### src/rtl/rs_alu_dispatch_pkg.sv
// Shared widths, tag constants, payload structs and small helper functions
// for the ALU reservation-station dispatch stage.
package rs_alu_dispatch_pkg;

    localparam int ALU_CNT    = 3;
    localparam int FIFO_DEPTH = 4;
    localparam int TAG_W      = 4;
    localparam int WORD_W     = 32;
    localparam int ADDR_W     = 32;
    localparam int REGADDR_W  = 5;
    localparam int SINST_W    = 6;

    typedef logic [TAG_W-1:0]     tag_t;
    typedef logic [WORD_W-1:0]    word_t;
    typedef logic [ADDR_W-1:0]    addr_t;
    typedef logic [REGADDR_W-1:0] regaddr_t;
    typedef logic [SINST_W-1:0]   sinst_t;

    // Tag value meaning "operand value is present, nothing to wait for".
    localparam tag_t UNLOCKED = '0;
    localparam tag_t TAG_MAX  = '1;

    // Internal ALU op encodings carried on the op payload.
    typedef enum logic [SINST_W-1:0] {
        OP_ADD = 6'd0,
        OP_SUB = 6'd1,
        OP_AND = 6'd2,
        OP_OR  = 6'd3,
        OP_XOR = 6'd4,
        OP_SLT = 6'd5,
        OP_SLL = 6'd6,
        OP_SRL = 6'd7
    } alu_op_e;

    // Decoded op as buffered in the dispatch FIFO.
    typedef struct packed {
        addr_t    pc;
        sinst_t   op;
        regaddr_t rs1;
        regaddr_t rs2;
        regaddr_t rd;
    } dec_op_t;

    // One resolved source operand.
    typedef struct packed {
        tag_t  tag;
        word_t data;
    } operand_t;

    // Payload presented to one reservation-station slot.
    typedef struct packed {
        addr_t    pc;
        sinst_t   op;
        tag_t     tagx;
        tag_t     tagy;
        tag_t     tagw;
        word_t    datax;
        word_t    datay;
        regaddr_t addrw;
    } slot_t;

    // Register 0 is hard-wired ready; otherwise take the RF value, or catch
    // the producing result on the CDB this very cycle, or wait on the tag.
    function automatic operand_t resolve_operand(regaddr_t idx, tag_t rf_tag, word_t rf_data,
                                                 logic cdb_en, tag_t cdb_tag, word_t cdb_data);
        operand_t r;
        r.tag  = UNLOCKED;
        r.data = '0;
        if (idx != '0) begin
            if (rf_tag == UNLOCKED)
                r.data = rf_data;
            else if (cdb_en && (cdb_tag == rf_tag))
                r.data = cdb_data;
            else
                r.tag = rf_tag;
        end
        return r;
    endfunction

    // Rename tags cycle 1..TAG_MAX; 0 is reserved for UNLOCKED.
    function automatic tag_t next_tag(tag_t t);
        return (t == TAG_MAX) ? tag_t'(1) : t + tag_t'(1);
    endfunction

    // One-hot grant of the lowest set bit of the free mask.
    function automatic logic [ALU_CNT-1:0] pick_lowest(logic [ALU_CNT-1:0] free);
        logic [ALU_CNT-1:0] g;
        g = '0;
        for (int k = ALU_CNT - 1; k >= 0; k--) begin
            if (free[k]) begin
                g    = '0;
                g[k] = 1'b1;
            end
        end
        return g;
    endfunction

endpackage

### src/rtl/rs_alu_dispatch_fifo.sv
// Parameterised synchronous FIFO with count-based full/empty and a
// synchronous flush. Push while full is accepted only alongside a pop.
module dispatch_fifo #(
    parameter int WIDTH = 8,
    parameter int DEPTH = 4
) (
    input  logic             clk,
    input  logic             rst,
    input  logic             flush,
    input  logic             push,
    input  logic             pop,
    input  logic [WIDTH-1:0] din,
    output logic [WIDTH-1:0] dout,
    output logic             full,
    output logic             empty
);

    localparam int PTR_W = $clog2(DEPTH);
    localparam int CNT_W = PTR_W + 1;

    logic [WIDTH-1:0] mem [DEPTH];
    logic [PTR_W-1:0] wr_ptr;
    logic [PTR_W-1:0] rd_ptr;
    logic [CNT_W-1:0] count;
    logic             do_push;
    logic             do_pop;

    assign full    = (count == CNT_W'(DEPTH));
    assign empty   = (count == '0);
    assign do_pop  = pop && !empty;
    assign do_push = push && (!full || do_pop);
    assign dout    = mem[rd_ptr];

    // Pointer and occupancy bookkeeping; pointers wrap naturally (power-of-2 depth).
    // NOTE: state registers use non-blocking assignments so every flop samples pre-edge values.
    always_ff @(posedge clk or posedge rst) begin
        if (rst) begin
            wr_ptr <= '0;
            rd_ptr <= '0;
            count  <= '0;
        end else if (flush) begin
            wr_ptr <= '0;
            rd_ptr <= '0;
            count  <= '0;
        end else begin
            if (do_push) wr_ptr <= wr_ptr + 1'b1;
            if (do_pop)  rd_ptr <= rd_ptr + 1'b1;
            case ({do_push, do_pop})
                2'b10:   count <= count + 1'b1;
                2'b01:   count <= count - 1'b1;
                default: count <= count;
            endcase
        end
    end

    // Entry storage write port.
    // NOTE: the array is deliberately not reset; entries are only read once count says they are valid.
    always_ff @(posedge clk) begin
        if (do_push && !flush) mem[wr_ptr] <= din;
    end

endmodule

### src/rtl/rs_alu_dispatch.sv
// In-order issue stage: buffers decoded ops, resolves operands from the RF
// with same-cycle CDB bypass, renames rd and drives one slot per cycle.
module rs_alu_dispatch
    import rs_alu_dispatch_pkg::*;
(
    input  logic                 clk,
    input  logic                 rst,
    input  logic                 flush,
    input  logic                 in_valid,
    output logic                 in_ready,
    input  logic [ADDR_W-1:0]    in_pc,
    input  logic [SINST_W-1:0]   in_op,
    input  logic [REGADDR_W-1:0] in_rs1,
    input  logic [REGADDR_W-1:0] in_rs2,
    input  logic [REGADDR_W-1:0] in_rd,
    output logic [REGADDR_W-1:0] rf_rx_addr,
    output logic [REGADDR_W-1:0] rf_ry_addr,
    input  logic [TAG_W-1:0]     rf_tagx,
    input  logic [TAG_W-1:0]     rf_tagy,
    input  logic [WORD_W-1:0]    rf_datax,
    input  logic [WORD_W-1:0]    rf_datay,
    output logic                 rf_lock_en,
    output logic [REGADDR_W-1:0] rf_lock_addr,
    output logic [TAG_W-1:0]     rf_lock_tag,
    input  logic                 cdb_en,
    input  logic [TAG_W-1:0]     cdb_tag,
    input  logic [WORD_W-1:0]    cdb_data,
    input  logic                 alu0_next_busy,
    input  logic                 alu1_next_busy,
    input  logic                 alu2_next_busy,
    output logic                 en0,
    output logic                 en1,
    output logic                 en2,
    output logic [ADDR_W-1:0]    pc0,
    output logic [ADDR_W-1:0]    pc1,
    output logic [ADDR_W-1:0]    pc2,
    output logic [SINST_W-1:0]   op0,
    output logic [SINST_W-1:0]   op1,
    output logic [SINST_W-1:0]   op2,
    output logic [TAG_W-1:0]     tagx0,
    output logic [TAG_W-1:0]     tagx1,
    output logic [TAG_W-1:0]     tagx2,
    output logic [TAG_W-1:0]     tagy0,
    output logic [TAG_W-1:0]     tagy1,
    output logic [TAG_W-1:0]     tagy2,
    output logic [TAG_W-1:0]     tagw0,
    output logic [TAG_W-1:0]     tagw1,
    output logic [TAG_W-1:0]     tagw2,
    output logic [WORD_W-1:0]    datax0,
    output logic [WORD_W-1:0]    datax1,
    output logic [WORD_W-1:0]    datax2,
    output logic [WORD_W-1:0]    datay0,
    output logic [WORD_W-1:0]    datay1,
    output logic [WORD_W-1:0]    datay2,
    output logic [REGADDR_W-1:0] addrw0,
    output logic [REGADDR_W-1:0] addrw1,
    output logic [REGADDR_W-1:0] addrw2
);

    dec_op_t            in_dec;
    dec_op_t            head;
    logic               fifo_full;
    logic               fifo_empty;
    logic [ALU_CNT-1:0] busy;
    logic [ALU_CNT-1:0] free;
    logic [ALU_CNT-1:0] grant;
    logic               issue;
    logic               lock_req;
    operand_t           opx;
    operand_t           opy;
    slot_t              new_slot;

    logic [ALU_CNT-1:0] en_q;      // also the pending mask: a slot issued last cycle is not yet busy in the RS
    slot_t              slot_q [ALU_CNT];
    tag_t               tag_ctr;
    logic               lock_en_q;
    regaddr_t           lock_addr_q;
    tag_t               lock_tag_q;

    assign in_dec   = {in_pc, in_op, in_rs1, in_rs2, in_rd};
    assign in_ready = !fifo_full;

    dispatch_fifo #(
        .WIDTH ($bits(dec_op_t)),
        .DEPTH (FIFO_DEPTH)
    ) u_fifo (
        .clk   (clk),
        .rst   (rst),
        .flush (flush),
        .push  (in_valid && in_ready),
        .pop   (issue),
        .din   (in_dec),
        .dout  (head),
        .full  (fifo_full),
        .empty (fifo_empty)
    );

    assign rf_rx_addr = head.rs1;
    assign rf_ry_addr = head.rs2;

    assign busy     = {alu2_next_busy, alu1_next_busy, alu0_next_busy};
    assign free     = ~busy & ~en_q;
    assign grant    = pick_lowest(free);
    assign issue    = !fifo_empty && (|free) && !flush;
    assign lock_req = issue && (head.rd != '0);

    assign opx = resolve_operand(head.rs1, rf_tagx, rf_datax, cdb_en, cdb_tag, cdb_data);
    assign opy = resolve_operand(head.rs2, rf_tagy, rf_datay, cdb_en, cdb_tag, cdb_data);

    // Assemble the payload for whichever slot is granted this cycle.
    // NOTE: every field gets a value on every path, so no latch can be inferred.
    always_comb begin
        new_slot       = '0;
        new_slot.pc    = head.pc;
        new_slot.op    = head.op;
        new_slot.tagx  = opx.tag;
        new_slot.datax = opx.data;
        new_slot.tagy  = opy.tag;
        new_slot.datay = opy.data;
        new_slot.addrw = head.rd;
        new_slot.tagw  = (head.rd != '0) ? tag_ctr : UNLOCKED;
    end

    // Registered issue pulses, held slot payloads, rename counter and RF lock pulse.
    always_ff @(posedge clk or posedge rst) begin
        if (rst) begin
            en_q        <= '0;
            tag_ctr     <= tag_t'(1);
            lock_en_q   <= 1'b0;
            lock_addr_q <= '0;
            lock_tag_q  <= UNLOCKED;
            for (int k = 0; k < ALU_CNT; k++) slot_q[k] <= '0;
        end else begin
            en_q      <= issue ? grant : '0;
            lock_en_q <= lock_req;
            if (lock_req) begin
                lock_addr_q <= head.rd;
                lock_tag_q  <= tag_ctr;
                tag_ctr     <= next_tag(tag_ctr);
            end
            for (int k = 0; k < ALU_CNT; k++) begin
                if (issue && grant[k]) slot_q[k] <= new_slot;
            end
        end
    end

    assign rf_lock_en   = lock_en_q;
    assign rf_lock_addr = lock_addr_q;
    assign rf_lock_tag  = lock_tag_q;

    assign en0 = en_q[0];
    assign en1 = en_q[1];
    assign en2 = en_q[2];

    assign pc0    = slot_q[0].pc;
    assign pc1    = slot_q[1].pc;
    assign pc2    = slot_q[2].pc;
    assign op0    = slot_q[0].op;
    assign op1    = slot_q[1].op;
    assign op2    = slot_q[2].op;
    assign tagx0  = slot_q[0].tagx;
    assign tagx1  = slot_q[1].tagx;
    assign tagx2  = slot_q[2].tagx;
    assign tagy0  = slot_q[0].tagy;
    assign tagy1  = slot_q[1].tagy;
    assign tagy2  = slot_q[2].tagy;
    assign tagw0  = slot_q[0].tagw;
    assign tagw1  = slot_q[1].tagw;
    assign tagw2  = slot_q[2].tagw;
    assign datax0 = slot_q[0].datax;
    assign datax1 = slot_q[1].datax;
    assign datax2 = slot_q[2].datax;
    assign datay0 = slot_q[0].datay;
    assign datay1 = slot_q[1].datay;
    assign datay2 = slot_q[2].datay;
    assign addrw0 = slot_q[0].addrw;
    assign addrw1 = slot_q[1].addrw;
    assign addrw2 = slot_q[2].addrw;

endmodule

### config.mk
export PLATFORM = sky130hd
export DESIGN_NAME = rs_alu_dispatch
export DESIGN_NICKNAME = d
export VERILOG_FILES = /design/src/rtl/rs_alu_dispatch_pkg.sv /design/src/rtl/rs_alu_dispatch_fifo.sv /design/src/rtl/rs_alu_dispatch.sv
export SDC_FILE = /design/constraint.sdc
export NUM_CORES = 1
export LEC_CHECK = 0
export BUFFER_PORTS_ARGS = -buffer_cell sky130_fd_sc_hd__buf_4
export CORE_AREA = 2 2 216 218
export DETAILED_ROUTE_END_ITERATION = 8
export DIE_AREA = 0 0 218 220
export GPL_ROUTABILITY_DRIVEN = 1
export PLACE_DENSITY = 0.79
export SLEW_MARGIN = 15
export SYNTH_ARGS = -nofsm -noshare
export SYNTH_HDL_FRONTEND = slang
export SYNTH_SLANG_ARGS = --single-unit
### constraint.sdc
create_clock -name clk -period 19.92 [get_ports clk]
set_input_delay 3.984 -clock clk [delete_from_list [all_inputs] [get_ports clk]]
set_output_delay 3.984 -clock clk [all_outputs]
set_load 0.005 [all_outputs]
==> metrics.csv <==
metric,value,unit
post-synthesis async set-or-reset flop share,64.2,%
Max rail drop VDD,0.000120,V
Pint,2.72,mW
hold crit path type,reg -> reg,
root buffer cell,clkbuf_16,
Final Skew,0.0400,ns
first-pass GRT wire length,104,mm
synthesized cell area,23200,µm²
cell taking the most area after synthesis,dfrtp_1,
met1 GRT Util,35.9,%
pwr dens,133,nW/µm²
input/output buffers,549,
worst-margin pin slew,1.09,ns
number of fill cells in the layout,3276,
row count,79,
area growth from synthesis to layout,28.0,%
gate count of the mapped netlist,1800,
final number of setup-violating endpoints,0,
clk_lat worst skew,0.62,ns
met2 Use GR,47.5,%
total clock sinks,593,
Sequential Power Share,43.6,%
"Top FF cell, synth",dfrtp_1,
min cycle time layout,6.76,ns
Slew headroom,27.0,%
YS warnings,0,
syn_nets,1975,
Final Util,64.7,%
die area,48000,µm²
H-tree lvl count,2,
largest net degree at the start of global routing,135,
period utilization,33.9,%
RSZ-0062 raised after global routing,no,
busiest grt layer,met2,
Net Sw Frac,31.1,%
routed via count,16937,
die width,218,µm
CTS resizes,0,
1st-iter DRT viols,1791,
Yosys cell types,49,
Routed WL per cell,24.0,µm
drc violations,0,
"Data required, critical path",15.94,ns
vias in the first global route,16977,
Net Switching,1.23,mW
Max-Cap Viols,0,
CP startpoint kind,flip-flop,
post-cts hold buffer count,0,
post-route ant nets,0,
layout cell share with drive strength beyond 1,36.1,%
max-slew violations,0,
"Seq/Total Area, Yosys",68.5,%
met3 usage,7.54,%
DRT Pass-1 Iters,6,
Clock power frac,28.1,%
total track usage,29.2,%
CP Class,reg -> out,
Final Hold Vio Count,0,
detailed placer's ending HPWL,47.9,mm
Pleak,13.2,nW
maximum clock frequency,0.148,GHz
worst-case clock buffer depth,3,
top cell type's share of synthesized area,41.0,%
"top cells by area, synth","dfrtp_1 41%, edfxtp_1 27%, nand2_1 8.1%",
critical path endpoint category,primary output,
Vias/cell,5.70,
initial antenna violation count,6,
Post-synth top cells,"502 x nand2_1, 380 x dfrtp_1, 212 x edfxtp_1, 180 x o21ai_1, 80 x clkbuf_1",
Final nets,2485,
hold path depth,2,
"CTS clk-pin slew, worst paths",0.07,ns
CTS tree,done,
IO Count,550,
"Arr. time, crit path",2.78,ns
syn avg cell area,12.9,µm²
Starting Density,50.6,%
R2R depth,6,
number of synthesized flops with an enable pin,212,
Worst Path Max Fanout,38,
#FFs+latches synth,593,
core area,45900,µm²
Routability Congestion,0.947,
Die Y,220,µm
final wirelength,71.2,mm
combinational power share,28.3,%
most frequent cell after synthesis,nand2_1,
cts bufs inserted,58,
setup TNS,0,ns
status,"finished, final reports clean",
GRT overflow,0,
Setup Buffers After CTS,0,
cell type report:
cell class / instances / area [µm²] / area share, %
antenna: 4 / 10.0 / 0.0337
clock buffer: 81 / 1660 / 5.59
clock inverter: 29 / 295 / 0.995
inverter: 8 / 40.0 / 0.135
timing repair buffer: 572 / 4290 / 14.5
multi-input combinational: 1077 / 6720 / 22.6
tap: 607 / 759 / 2.56
sequential: 593 / 15900 / 53.6
cell families (layout without fill, tap and decap cells):
kind of cell             Yosys count  in the layout  synth area share, %
AO/OA/AOI/OAI                    304            304                 8.13
other                              0              4                    0
XOR/XNOR                          13             13                0.491
flip-flops                       593            593                 68.5
adder cells (fa/ha/maj)            6              6                0.356
multiplexers                     104            104                 7.78
AND/OR/NAND/NOR                  650            650                 12.0
buffers and inverters            130            690                 2.70
per-layer routing:
layer	wire [µm]	vias to the layer above	part of all wire [%]
met5	13	-	0.018
met4	4140	2	5.8
met3	6470	212	9.1
met2	34600	919	49
met1	26000	8457	36
li1	-	7347	-
placed cells by master, fill, tap and decap left out, drive strengths merged:
| master | count |
|---|---|
| o21ai | 228 |
| nand3b | 1 |
| mux2 | 50 |
| edfxtp | 212 |
| clkinv | 19 |
| nand3 | 12 |
| or3 | 1 |
| o41a | 1 |
| a22o | 5 |
| nand4 | 1 |
| nand2 | 566 |
| o21ba | 1 |
| xor2 | 8 |
| and2 | 37 |
| inv | 10 |
| nor2 | 17 |
| mux2i | 1 |
| nor3b | 1 |
| fa | 1 |
| a21o | 1 |
| dfstp | 1 |
| a21oi | 1 |
| nand4b | 1 |
| o2bb2ai | 1 |
| mux4 | 53 |
| nor4 | 3 |
| xnor2 | 5 |
| buf | 572 |
| or3b | 1 |
| clkbuf | 81 |
| bufinv | 4 |
| clkinvlp | 4 |
| nor2b | 1 |
| dfrtp | 380 |
| ha | 5 |
| o31a | 2 |
| diode | 4 |
| nor3 | 8 |
| a32o | 64 |
stage by stage:
stage / hold slack, ns / instance area [µm²] / power [mW] / setup slack, ns / cells
finish: 0.482 / 29700 / 3.95 / 13.16 / 2971
global route: 0.498 / 29700 / 4.13 / 12.94 / 2970
CTS: 0.479 / 29700 / 3.96 / 13.05 / 2967
detailed placement: 0.463 / 27700 / 2.84 / 12.77 / 2857
global placement: 0.461 / 27700 / 2.80 / 12.87 / 2857
floorplan: 0.470 / 23200 / 2.22 / 5.35 / 1800
critical path: stages, from the launching register on:
cell and delay, ns:
dfrtp_4 0.65, buf_4 0.67, mux4_2 0.65, buf_4 0.17
state kept, by name, summed over array words and instances (netlist names), 5 cells and up:
register / cells
datay0: 32
addrw1: 5
op1: 6
datax0: 32
rf_lock_addr: 5
op0: 6
addrw0: 5
datay2: 32
u_fifo.mem: 212
datay1: 32
pc2: 32
addrw2: 5
datax1: 32
datax2: 32
pc1: 32
pc0: 32
op2: 6
worst paths after layout:
path                                  start       endpoint  slack [ns]
min in group asynchronous               rst     datax2[29]        3.57
setup reg to reg            u_fifo.count[0]     datay1[30]       16.51
setup / recovery           u_fifo.rd_ptr[0]  rf_ry_addr[3]       13.16
hold / removal                      pc1[27]        pc1[27]        0.48
max in group asynchronous               rst     datay0[12]       13.54
hold reg to reg                     pc1[27]        pc1[27]        0.48
power by group through the flow:
stage	Clock, mW	Sequential, mW	Combinational, mW
5_1_grt	1.17	1.75	1.21
3_3_place_gp	0	1.72	1.07
3_5_place_dp	0	1.73	1.11
4_1_cts	1.12	1.72	1.12
2_1_floorplan	0	1.71	0.515
6_report	1.11	1.73	1.12
Note: power is estimated with default switching activity, not from simulation.
